==> src/rtl/game_pkg.sv <==
// Shared definitions for the catch game controller: state encodings, the
// lives limit and a small bit-count helper for the per-channel event flags.
package game_pkg;

  typedef enum logic [1:0] {
    ST_PAUSE = 2'b00,
    ST_START = 2'b01,
    ST_END   = 2'b10,
    ST_PLAY  = 2'b11
  } game_state_t;

  localparam int LIVES_MAX = 7;
  localparam int N_OBJ_MAX = 4;

  function automatic logic [2:0] count_ones(input logic [N_OBJ_MAX-1:0] v);
    count_ones = 3'd0;
    for (int i = 0; i < N_OBJ_MAX; i++) begin
      count_ones = count_ones + 3'(v[i]);
    end
  endfunction

endpackage

==> src/rtl/catch_check.sv <==
// Per-channel basket/object overlap test. Gives this cycle's caught/missed
// decision and a registered copy used for next-cycle event pulses.
module catch_check #(
  parameter int COORD_W  = 12,
  parameter int OBJ_W    = 48,
  parameter int BASKET_W = 48
) (
  input  logic               pclk,
  input  logic               rst,
  input  logic               play_en,
  input  logic               fin,
  input  logic [COORD_W-1:0] basket_x,
  input  logic [COORD_W-1:0] obj_x,
  output logic               caught,
  output logic               missed,
  output logic               caught_q,
  output logic               missed_q
);

  localparam logic [COORD_W:0] OBJ_EXT    = (COORD_W+1)'(OBJ_W);
  localparam logic [COORD_W:0] BASKET_EXT = (COORD_W+1)'(BASKET_W);

  logic [COORD_W:0] obj_right;
  logic [COORD_W:0] basket_right;
  logic             overlap;

  // One extra bit keeps the right edges from wrapping near the screen edge.
  assign obj_right    = {1'b0, obj_x} + OBJ_EXT;
  assign basket_right = {1'b0, basket_x} + BASKET_EXT;
  assign overlap      = ({1'b0, basket_x} <= obj_right) &&
                        (basket_right >= {1'b0, obj_x});

  assign caught = fin && play_en && overlap;
  assign missed = fin && play_en && !overlap;

  always_ff @(posedge pclk or negedge rst) begin
    if (!rst) begin
      caught_q <= 1'b0;
      missed_q <= 1'b0;
    end else begin
      caught_q <= caught;
      missed_q <= missed;
    end
  end

endmodule

==> src/rtl/catch_game_ctl.sv <==
// Catch game controller: button edge detection, game-state FSM, score/lives
// bookkeeping and per-channel respawn requests for N_OBJ falling objects.
module catch_game_ctl
  import game_pkg::*;
#(
  parameter int N_OBJ    = 2,
  parameter int COORD_W  = 12,
  parameter int SCORE_W  = 16,
  parameter int LIVES    = 3,
  parameter int OBJ_W    = 48,
  parameter int BASKET_W = 48
) (
  input  logic                     pclk,
  input  logic                     rst,
  input  logic                     start_btn,
  input  logic                     pause_btn,
  input  logic                     restart_btn,
  input  logic [COORD_W-1:0]       basket_x,
  input  logic [N_OBJ*COORD_W-1:0] obj_x,
  input  logic [N_OBJ-1:0]         obj_fin,
  output logic [1:0]               state,
  output logic                     play_en,
  output logic [SCORE_W-1:0]       score,
  output logic [SCORE_W-1:0]       best,
  output logic [2:0]               lives,
  output logic [N_OBJ-1:0]         respawn,
  output logic                     hit,
  output logic                     miss
);

  localparam int LIVES_CLAMP = (LIVES > LIVES_MAX) ? LIVES_MAX :
                               (LIVES < 1) ? 1 : LIVES;
  localparam logic [2:0]           LIVES_INIT = 3'(LIVES_CLAMP);
  localparam logic [SCORE_W+2:0]   SCORE_MAX  = {3'b000, {SCORE_W{1'b1}}};

  game_state_t        state_r, state_nxt;
  logic [SCORE_W-1:0] score_r, score_nxt;
  logic [SCORE_W-1:0] best_r, best_nxt;
  logic [2:0]         lives_r, lives_nxt;

  // Button sample and history registers; an action fires the cycle after sampling.
  logic start_s, start_h, pause_s, pause_h, restart_s, restart_h;
  logic start_rise, pause_rise, restart_rise;

  always_ff @(posedge pclk or negedge rst) begin
    if (!rst) begin
      start_s   <= 1'b0;
      start_h   <= 1'b0;
      pause_s   <= 1'b0;
      pause_h   <= 1'b0;
      restart_s <= 1'b0;
      restart_h <= 1'b0;
    end else begin
      start_s   <= start_btn;
      start_h   <= start_s;
      pause_s   <= pause_btn;
      pause_h   <= pause_s;
      restart_s <= restart_btn;
      restart_h <= restart_s;
    end
  end

  assign start_rise   = start_s && !start_h;
  assign pause_rise   = pause_s && !pause_h;
  assign restart_rise = restart_s && !restart_h;

  logic [N_OBJ-1:0] caught, missed, caught_q, missed_q;

  for (genvar i = 0; i < N_OBJ; i++) begin : g_chk
    catch_check #(
      .COORD_W (COORD_W),
      .OBJ_W   (OBJ_W),
      .BASKET_W(BASKET_W)
    ) u_chk (
      .pclk    (pclk),
      .rst     (rst),
      .play_en (play_en),
      .fin     (obj_fin[i]),
      .basket_x(basket_x),
      .obj_x   (obj_x[i*COORD_W +: COORD_W]),
      .caught  (caught[i]),
      .missed  (missed[i]),
      .caught_q(caught_q[i]),
      .missed_q(missed_q[i])
    );
  end

  logic [2:0]         n_hit, n_miss;
  logic [SCORE_W+2:0] score_sum;

  assign n_hit     = count_ones(N_OBJ_MAX'(caught));
  assign n_miss    = count_ones(N_OBJ_MAX'(missed));
  assign score_sum = {3'b000, score_r} + (SCORE_W+3)'(n_hit);

  always_comb begin
    state_nxt = state_r;
    score_nxt = score_r;
    best_nxt  = best_r;
    lives_nxt = lives_r;
    case (state_r)
      ST_START: begin
        if (start_rise) begin
          state_nxt = ST_PLAY;
          score_nxt = '0;
          lives_nxt = LIVES_INIT;
        end
      end
      ST_PLAY: begin
        score_nxt = (score_sum > SCORE_MAX) ? SCORE_MAX[SCORE_W-1:0]
                                            : score_sum[SCORE_W-1:0];
        lives_nxt = (n_miss >= lives_r) ? 3'd0 : lives_r - n_miss;
        // Losing the last life outranks a simultaneous pause request.
        if (n_miss != 3'd0 && n_miss >= lives_r) begin
          state_nxt = ST_END;
          if (score_nxt > best_r) best_nxt = score_nxt;
        end else if (pause_rise) begin
          state_nxt = ST_PAUSE;
        end
      end
      ST_PAUSE: begin
        if (pause_rise) state_nxt = ST_PLAY;
      end
      ST_END: begin
        if (restart_rise) state_nxt = ST_START;
      end
      default: state_nxt = ST_START;
    endcase
  end

  always_ff @(posedge pclk or negedge rst) begin
    if (!rst) begin
      state_r <= ST_START;
      score_r <= '0;
      best_r  <= '0;
      lives_r <= LIVES_INIT;
    end else begin
      state_r <= state_nxt;
      score_r <= score_nxt;
      best_r  <= best_nxt;
      lives_r <= lives_nxt;
    end
  end

  assign state   = state_r;
  assign play_en = (state_r == ST_PLAY);
  assign score   = score_r;
  assign best    = best_r;
  assign lives   = lives_r;
  assign hit     = |caught_q;
  assign miss    = |missed_q;
  // Flags are only non-zero right after a PLAY cycle, so END here means the
  // same update just ended the game and no object should restart.
  assign respawn = (caught_q | missed_q) & {N_OBJ{state_r != ST_END}};

endmodule

==> config.mk <==
export PLATFORM = sky130hd
export DESIGN_NAME = catch_game_ctl
export DESIGN_NICKNAME = d
export VERILOG_FILES = /design/src/rtl/game_pkg.sv /design/src/rtl/catch_check.sv /design/src/rtl/catch_game_ctl.sv
export SDC_FILE = /design/constraint.sdc
export NUM_CORES = 1
export LEC_CHECK = 0
export CORE_UTILIZATION = 51
export CTS_BUF_LIST = sky130_fd_sc_hd__clkbuf_4
export DETAILED_ROUTE_END_ITERATION = 7
export DONT_BUFFER_PORTS = 1
export GPL_TIMING_DRIVEN = 0
export PLACE_DENSITY_LB_ADDON = 0.25
export SLEW_MARGIN = 10
export SYNTH_ARGS = -nofsm -noshare
export SYNTH_HDL_FRONTEND = slang
export SYNTH_HIERARCHICAL = 1
export SYNTH_SLANG_ARGS = --single-unit
==> constraint.sdc <==
create_clock -name pclk -period 5.15 [get_ports pclk]
set_input_delay 0.7725 -clock pclk [delete_from_list [all_inputs] [get_ports pclk]]
set_output_delay 0.7725 -clock pclk [all_outputs]
set_load 0.02 [all_outputs]
[Yosys cells after proc, flatten, opt, wreduce, memory -nomap -nowiden]
Cells that the tools add are included.
Word-level totals
  register bits after elaboration: 47
  logic and storage cells: 75
Cells by class
  $add $sub $neg: 7
  $lt $le $gt $ge: 7
  eq/ne operators: 8
  multiplexer cells: 12
  bitwise logic cells: 2
  reductions and logical operators: 25
Operator list (count)
  12-bit by 6-bit adder with 13-bit output (second input constant): 3
  16-bit two-way mux: 2
  16-bit case mux with 2 select lines: 1
  13-bit by 12-bit greater-or-equal comparator with 1-bit output: 2
  12-bit by 13-bit less-or-equal comparator with 1-bit output: 2
  16-bit by 2-bit adder with 17-bit output: 1
  17-bit by 16-bit greater-than comparator with 1-bit output (second input constant): 1
  16-bit greater-than comparator: 1
  1-bit logical AND: 12
  2-bit two-way mux: 5
  2-bit inequality test (second input constant): 4
  2-bit case mux with 4 select lines: 1
  3-bit two-way mux: 2
  3-bit case mux with 2 select lines: 1
  1-bit zero test: 5
  1-bit by 1-bit adder with 2-bit output: 2
  2-bit == test (second input constant): 2
  4-bit AND reduction: 1
  2-bit OR reduction: 2
  2-bit by 3-bit greater-or-equal comparator with 1-bit output: 1
  3-bit inequality test (second input constant): 1
  3-bit AND reduction: 1
  3-bit nonzero test: 1
  3-bit by 2-bit subtractor with 3-bit output: 1
  other kinds (6): 6

[Depth between registers and ports, before layout]
Gate-level depths: netlist (run 1).
  depth after elaboration: 10
  mapped depth: 24
  gate-level depth less buffers: 23

[Modules after synthesis]
The synthesis (run 1) kept the hierarchy.
Modules (own cells, without submodules)
  catch_game_ctl: times used 1, cells an instance 262, area an instance 2620.0 µm², seq. area each 1079.8 µm²
  catch_check: times used 2, cells an instance 104, area an instance 842.1 µm², seq. area each 50.0 µm²

[Least setup slack after synthesis (run 1)]
Ideal clock, no wire load.
  path kind: in2reg
  start point: in obj_x[4]
  end point: reg best_r[10] (netlist: best[10])
  arrival time: 5861 ps
  data required time: 5025 ps
  setup slack: -836 ps
  stages: 23
  cell sequence: inv_1 ha_1 nor3_1 nand3_1 xnor2_1 ha_1 a21o_1 a211oi_1 o21ai_0 a211oi_1 fa_1 ha_1 nand3_1 or4_1 buf_2 nand2_1 ha_1 nand4_2 or4_1 a21o_1 a31oi_4 buf_12 mux2_4
On the way
  cells in the longest elaborated chain, start to end: 10
  elaborated cells between the ends (all ways): 17
  those cells by class: 4 x add/sub; 5 x order compare; 1 x mux; 7 x reduce/logical
Ends and longest elaborated chain
  start, declared: line catch_game_ctl.sv:19  | input logic [N_OBJ*COORD_W-1:0] obj_x,
  12-bit by 6-bit adder with 13-bit output: line catch_check.sv:28  | assign obj_right = {1'b0, obj_x} + OBJ_EXT;
  12-bit by 13-bit less-or-equal comparator with 1-bit output: line catch_check.sv:30  | assign overlap = ({1'b0, basket_x} <= obj_right) &&
  1-bit logical AND (*): line catch_check.sv:30
  1-bit logical AND (*): line catch_check.sv:33  | assign caught = fin && play_en && overlap;
  via caught[0]: line catch_game_ctl.sv:67  | logic [N_OBJ-1:0] caught, missed, caught_q, missed_q;
  1-bit by 1-bit adder with 2-bit output (*): line game_pkg.sv:18  | count_ones = count_ones + 3'(v[i]);
  16-bit by 2-bit adder with 17-bit output (*): line catch_game_ctl.sv:93  | assign score_sum = {3'b000, score_r} + (SCORE_W+3)'(n_hit);
  17-bit by 16-bit greater-than comparator with 1-bit output: line catch_game_ctl.sv:109  | score_nxt = (score_sum > SCORE_MAX) ? SCORE_MAX[SCORE_W-1:0]
  16-bit two-way mux (*): line catch_game_ctl.sv:109
  16-bit greater-than comparator: line catch_game_ctl.sv:115  | if (score_nxt > best_r) best_nxt = score_nxt;
  3-bit AND reduction (no line)
  end signal, assigned: line catch_game_ctl.sv:139  | best_r <= best_nxt;
  end, declared: line catch_game_ctl.sv:38  | logic [SCORE_W-1:0] best_r, best_nxt;
The timed path passes the listed nets; every way through them passes the cells marked *.
A chain may end at the register's enable or synchronous reset.

[Worst setup path in the final report (run 1)]
  start point: in obj_x[16]
  end point: reg best_r[1] (netlist: best[1])
The elaborated chain is that of the path after synthesis.

==> impl_metrics.yaml, run 1 <==
placement:
  io_buffers: 0
  gp_congestion: 0.870
  dpl.cell_count: 575
  dp_hpwl_um: 8100
  postPlaceCellArea_mm2: 0.00466
routing:
  num_vias: 3632
  antenna_left: 0
  drc: 1
  drtPass1Iterations: 6
  wire_per_inst_um: 17.5
  routed_via_density: 5.99
  drt_iter0_drc: 138
  wl_um: 10600
critical_path:
  cpPeakStageDelay_ns: 0.50
  crit_fanout: 7
  critPathBufInv: 4
  cpMostUsedCell: "ha_4"
  setup.worst_path.class: "input pin to flip-flop"
  crit_required_ns: 5.41
  critPathLaunchType: "input pin"
  cp.arrival_ns: 5.55
  endpoint_kind: "flip-flop"
  critPathSlowestCell: "or4_4"
  crit_family: "simple AND/OR/NAND/NOR gates"
floorplan:
  dieHeight_um: 93.9
  fp.coreArea_mm2: 0.00818
  io_pins: 85
  fp.dieArea_mm2: 0.00881
  fp-row-count: 33
  start_util: 0.526
  die_x_um: 93.9
power:
  p_clk_frac: 0.142
  p_int_uw: 708
  p_switching_uw: 545
  comb_power_share: 0.464
  sw_frac_of_total: 0.435
  seqPwrFrac: 0.394
  powerDensity_mw_per_mm2: 245
  vdd_drop_max_uv: 153
  power_leakage_nw: 2.39
yosys:
  synth_edf_count: 0
  syn-cell-area_mm2: 0.00430
  muxShareOfSynthArea: 0.0573
  ys_warn_count: 6
  synth_top_area_cell: "dfrtp_1"
  ys_ff_latch: 47
  syn_inst: 470
  synth_fp_nets: 580
  synth_compound_area_frac: 0.171
  synth-simple-area-share: 0.174
  synth_top_family_by_area: "adder cells"
  ys_seq_area_frac: 0.274
  synthTopCellsByArea: "dfrtp_1 26%, ha_1 19%, xnor2_1 5.3%, inv_1 4.7%, nand2_1 3.3%"
  ys.flop_type: "dfrtp_1"
  synth-adder-area-share: 0.198
  synth_xor_area_frac: 0.0672
  synthDominantCellAreaShare: 0.256
  async_flop_share: 1.00
  yosysUniqueCellTypes: 53
  syn_avg_cell_area_um2: 9.16
timing:
  finClkSkew_ns: 0.0259
  fin_ws_ns: -0.140
  setup-tns-final_ns: -1.95
  max_slew_margin: 0.568
  worst_pin_slew_ns: 0.644
  rsz0062_at_grt: "true"
  finalSetupViolCount: 16
  maxClockFrequency_mhz: 189
  finalMaxSlewViolations: 0
  hold_violations: 0
  worst_hold_slack_ns: 0.0649
  finalCriticalPeriod_ns: 5.29
  min_period_over_period: 1.03
global_routing:
  grt_pass1_wl_um: 17300
  grt_usage: 0.249
  gr-total-overflow: 0
  antenna_found_initial: 0
  grt_max_degree: 48
  grt_pass1_vias: 3704
clock_network:
  cts_max_path_buffers: 2
  h-tree-depth: 2
  clock_latency_ns: 0.37
  clock_tree.root_cell: "clkbuf_4"
  cts_tree: "done"
  cts_sinks: 47
  clk_pin_slew_ns: 0.16
  cts_hold_buf: 0
  cts_buffers: 5
run_status:
  status: "finished with violations"
  failed_checks: "design-rule violations, negative setup slack"
finish:
  n_antenna_cell: 0
  drive_above_1_share: 0.250
  nets: 610
  final_cells: 606
  area_growth_pct: 18.8
  fin_area_mm2: 0.00511
hold_path:
  hp-class: "input pin to async pin"
job:
  cap_viol_max_count: 0
## cells in the mapped netlist, drive strengths merged, types with 5 or more instances
cell type / instances
ha: 65
inv: 54
dfrtp: 44
nand2: 38
o21ai: 28
xnor2: 26
a21oi: 24
nor2: 24
mux2: 18
nand3: 18
a22o: 13
nand4: 10
nor2b: 8
a31oi: 7
nor3: 7
xor2: 7
a211oi: 6
a21o: 6
clkbuf: 6
nand3b: 6
and3: 5
## metal layers
metal  GRT usage  up-vias  wire length, µm
met4      0.0808        0              267
met5           0        -                0
met2       0.453      115             5460
li1            -     1742                -
met3      0.0566       20              653
met1       0.285     1755             4230
## kinds of logic after synthesis
group,Yosys count
buffers and inverters,62
multiplexers,19
XOR/XNOR,33
adder cells (fa/ha/maj),67
AO/OA/AOI/OAI,104
flip-flops,47
AND/OR/NAND/NOR,138
## cell type report
class | count | area, µm²
Fill cell | 685 | 3060
Clock buffer | 5 | 37.5
Timing Repair Buffer | 25 | 215
Sequential cell | 47 | 1180
Multi-Input combinational cell | 361 | 3240
Buffer | 6 | 43.8
Tap cell | 105 | 131
Inverter | 54 | 243
Clock inverter | 3 | 20.0
## worst paths after layout
path / from / to / slack (ns) / depth (start not counted)
max in group asynchronous: rst / lives[0]$_DFFE_PN1P_ / 4.88 / 0
max reg2reg: state[1]$_DFFE_PN0P_ / best[1]$_DFFE_PN0P_ / -0.04 / 21
min in group pclk: pause_s$_DFF_PN0_ / pause_h$_DFF_PN0_ / 0.36 / 0
min reg2reg: pause_s$_DFF_PN0_ / pause_h$_DFF_PN0_ / 0.36 / 0
min: rst / restart_s$_DFF_PN0_ / 0.06 / 0
max: obj_x[16] / best[1]$_DFFE_PN0P_ / -0.14 / 25
## what timing repair did
action,in CTS,in global routing
resized for setup,42,11
endpoints found under the hold margin,0,0
pin swaps,23,7
endpoints found under the setup margin,16,16
gates cloned,1,0
buffers inserted,22,4
## flip-flops by register name, summed over array words and instances, names as in the netlist
name,flops
state,2
restart_h,1
pause_h,1
score,16
start_s,1
g_chk.u_chk/missed_q,2
best,16
start_h,1
pause_s,1
restart_s,1
g_chk.u_chk/caught_q,2
lives,3
## power by group through the flow
stage / Clock [mW] / Sequential, mW / Combinational, mW
floorplan: 0 / 0.488 / 0.405
global placement: 0 / 0.500 / 0.492
detailed placement: 0 / 0.502 / 0.516
CTS: 0.179 / 0.495 / 0.564
global route: 0.196 / 0.500 / 0.644
finish: 0.178 / 0.494 / 0.582
## placed cells by master (no fill, tap or decap), types with 6 or more instances in the layout
cell type,n
ha_1,55
inv_1,50
dfrtp_1,44
nand2_1,31
xnor2_1,24
nor2_1,23
buf_4,21
o21ai_0,21
a21oi_1,19
mux2_4,17
nand3_1,14
a22o_1,13
nand4_1,9
ha_4,9
nor2b_1,8
xor2_1,7
a31oi_1,6
a21o_1,6
a211oi_2,6
## metrics by stage
stage          total power [mW]  setup slack, ns   util
4_1_cts                    1.24           -0.191  0.622
3_3_place_gp              0.992           -0.874  0.570
5_1_grt                    1.34           -0.312  0.625
6_report                   1.25           -0.140  0.625
2_1_floorplan             0.893           -0.270      -
3_5_place_dp               1.02           -0.932  0.570
No activity file was read; power rests on OpenSTA's default activity.
==> run 2: changes to the inputs <==
- CORE_MARGIN: not set -> 1
- TNS_END_PERCENT: not set -> 30
==> run 2 against run 1 <==
Against the previous run:
- the flow still finishes with violations (design-rule violations, negative setup slack)
- count of clock-buffer cells in the layout did not move
- worst hold slack better by 0.0040 ns
- sequential share of layout area down 0.073 points
==> impl_metrics.yaml, run 2 (same netlist as run 1, synthesis figures left out) <==
timing:
  finalMaxSlewViolations: 0
  worst_pin_slew_ns: 0.667
  rsz0062_at_grt: "true"
  maxClockFrequency_mhz: 187
  hold_violations: 0
  finalCriticalPeriod_ns: 5.35
  finClkSkew_ns: 0.0248
  finalSetupViolCount: 16
  min_period_over_period: 1.04
  max_slew_margin: 0.552
  fin_ws_ns: -0.201
clock_network:
  clk_pin_slew_ns: 0.16
  clock_tree.root_cell: "clkbuf_4"
  cts_tree: "done"
  clock_latency_ns: 0.37
  cts_sinks: 47
  cts_max_path_buffers: 2
  cts_buffers: 5
  cts_hold_buf: 0
  h-tree-depth: 2
routing:
  routed_via_density: 5.99
  antenna_left: 0
  num_vias: 3638
  wire_per_inst_um: 17.5
  drtPass1Iterations: 6
  drt_iter0_drc: 153
  wl_um: 10600
  drc: 1
floorplan:
  fp.coreArea_mm2: 0.00818
  fp.dieArea_mm2: 0.00881
  fp-row-count: 33
  dieHeight_um: 93.9
  die_x_um: 93.9
  start_util: 0.526
  io_pins: 85
power:
  power_leakage_nw: 2.40
  powerDensity_mw_per_mm2: 245
  vdd_drop_max_uv: 154
finish:
  area_growth_pct: 19.2
  fin_area_mm2: 0.00513
  final_cell_mix: "55 x ha_1, 50 x inv_1, 44 x dfrtp_1"
  n_antenna_cell: 0
  final_cells: 607
  nets: 611
  layout_commonest_cell: "ha_1"
  drive_above_1_share: 0.251
placement:
  io_buffers: 0
  postPlaceCellArea_mm2: 0.00466
  gp_congestion: 0.870
  dpl.cell_count: 575
  dp_hpwl_um: 8100
global_routing:
  grt_pass1_vias: 3704
  gr-total-overflow: 0
  grt_pass1_wl_um: 17300
  antenna_found_initial: 0
  grt_max_degree: 48
  grt_usage: 0.249
run_status:
  status: "finished with violations"
  failed_checks: "design-rule violations, negative setup slack"
job:
  cap_viol_max_count: 0
critical_path:
  crit_required_ns: 5.41
  critPathLaunchType: "input pin"
  setup.worst_path.class: "input pin to flip-flop"
  endpoint_kind: "flip-flop"
  timing.rr.start: "state[1]$_DFFE_PN0P_"
  cp.arrival_ns: 5.61
  critPathLaunch: "obj_x[16]"
  r2r_cells: 22
  crit_fanout: 7
hold_path:
  hp-class: "input pin to async pin"
run 2: cell count changes in the layout (fill, tap and decap cells not counted):
cell,change
buf_6,-1
buf_4,+1
buf_12,+1
run 2: layout make-up:
class                   count  area (µm²)
plain buffers               7        63.8
clock buffers               5        37.5
clock inverters             3        20.0
fillers                   683        3050
inverters                  54         243
multi-input cells         361        3240
flip-flops and latches     47        1180
well taps                 105         131
repair buffers             25         211
run 2: repair_timing:
item,CTS,global route
buffers inserted,22,4
endpoints found under the setup margin,16,16
resized for setup,42,10
cloned,1,0
pin swaps,23,7
run 2: routing by layer:
metal,up-vias,track usage,wire length (µm)
li1,1743,-,-
met1,1761,0.285,4240
met2,116,0.453,5500
met3,18,0.0566,673
met4,0,0.0808,232
met5,-,0,0
run 2: critical path, cell delays in order:
cell and delay, ns:
inv_8 0.02, ha_4 0.16, nor3_4 0.18, nand3_1 0.10, xnor2_1 0.15, ha_1 0.32, nand3_1 0.11, a31oi_1 0.07
a211oi_2 0.23, o21ai_1 0.13, a211oi_2 0.28, fa_2 0.32, ha_4 0.19, nand3_4 0.10, or4_4 0.50, buf_12 0.18
buf_12 0.12, nand2_4 0.06, ha_4 0.13, nand4_1 0.11, or4_4 0.42, a21o_1 0.19, a31oi_4 0.20, buf_6 0.14
buf_12 0.11, mux2_4 0.30
run 2: final timing paths:
path	endpoint	slack [ns]
worst max-delay path	best[9]$_DFFE_PN0P_	-0.20
max in group asynchronous	lives[0]$_DFFE_PN1P_	4.87
worst max register to register	best[9]$_DFFE_PN0P_	-0.10
worst min-delay path	restart_s$_DFF_PN0_	0.07
min in group pclk	pause_h$_DFF_PN0_	0.36
worst min register to register	pause_h$_DFF_PN0_	0.36
run 2: report_power, final:
group	leakage [nW]	internal, mW	switching [mW]
sequential	0.624	0.417	0.0763
clock	0.0272	0.0524	0.125
combinational	1.75	0.240	0.345
total	2.40	0.710	0.546
run 2: through the flow:
step | setup WS, ns | hold WS (ns) | util | setup TNS [ns] | total power, mW
floorplan | -0.270 | 0.347 | - | -3.50 | 0.893
global placement | -0.874 | 0.355 | 0.570 | -12.72 | 0.992
detailed placement | -0.932 | 0.361 | 0.570 | -13.69 | 1.02
CTS | -0.191 | 0.0656 | 0.622 | -2.59 | 1.24
global route | -0.370 | 0.0360 | 0.627 | -5.14 | 1.34
finish | -0.201 | 0.0688 | 0.627 | -2.37 | 1.26
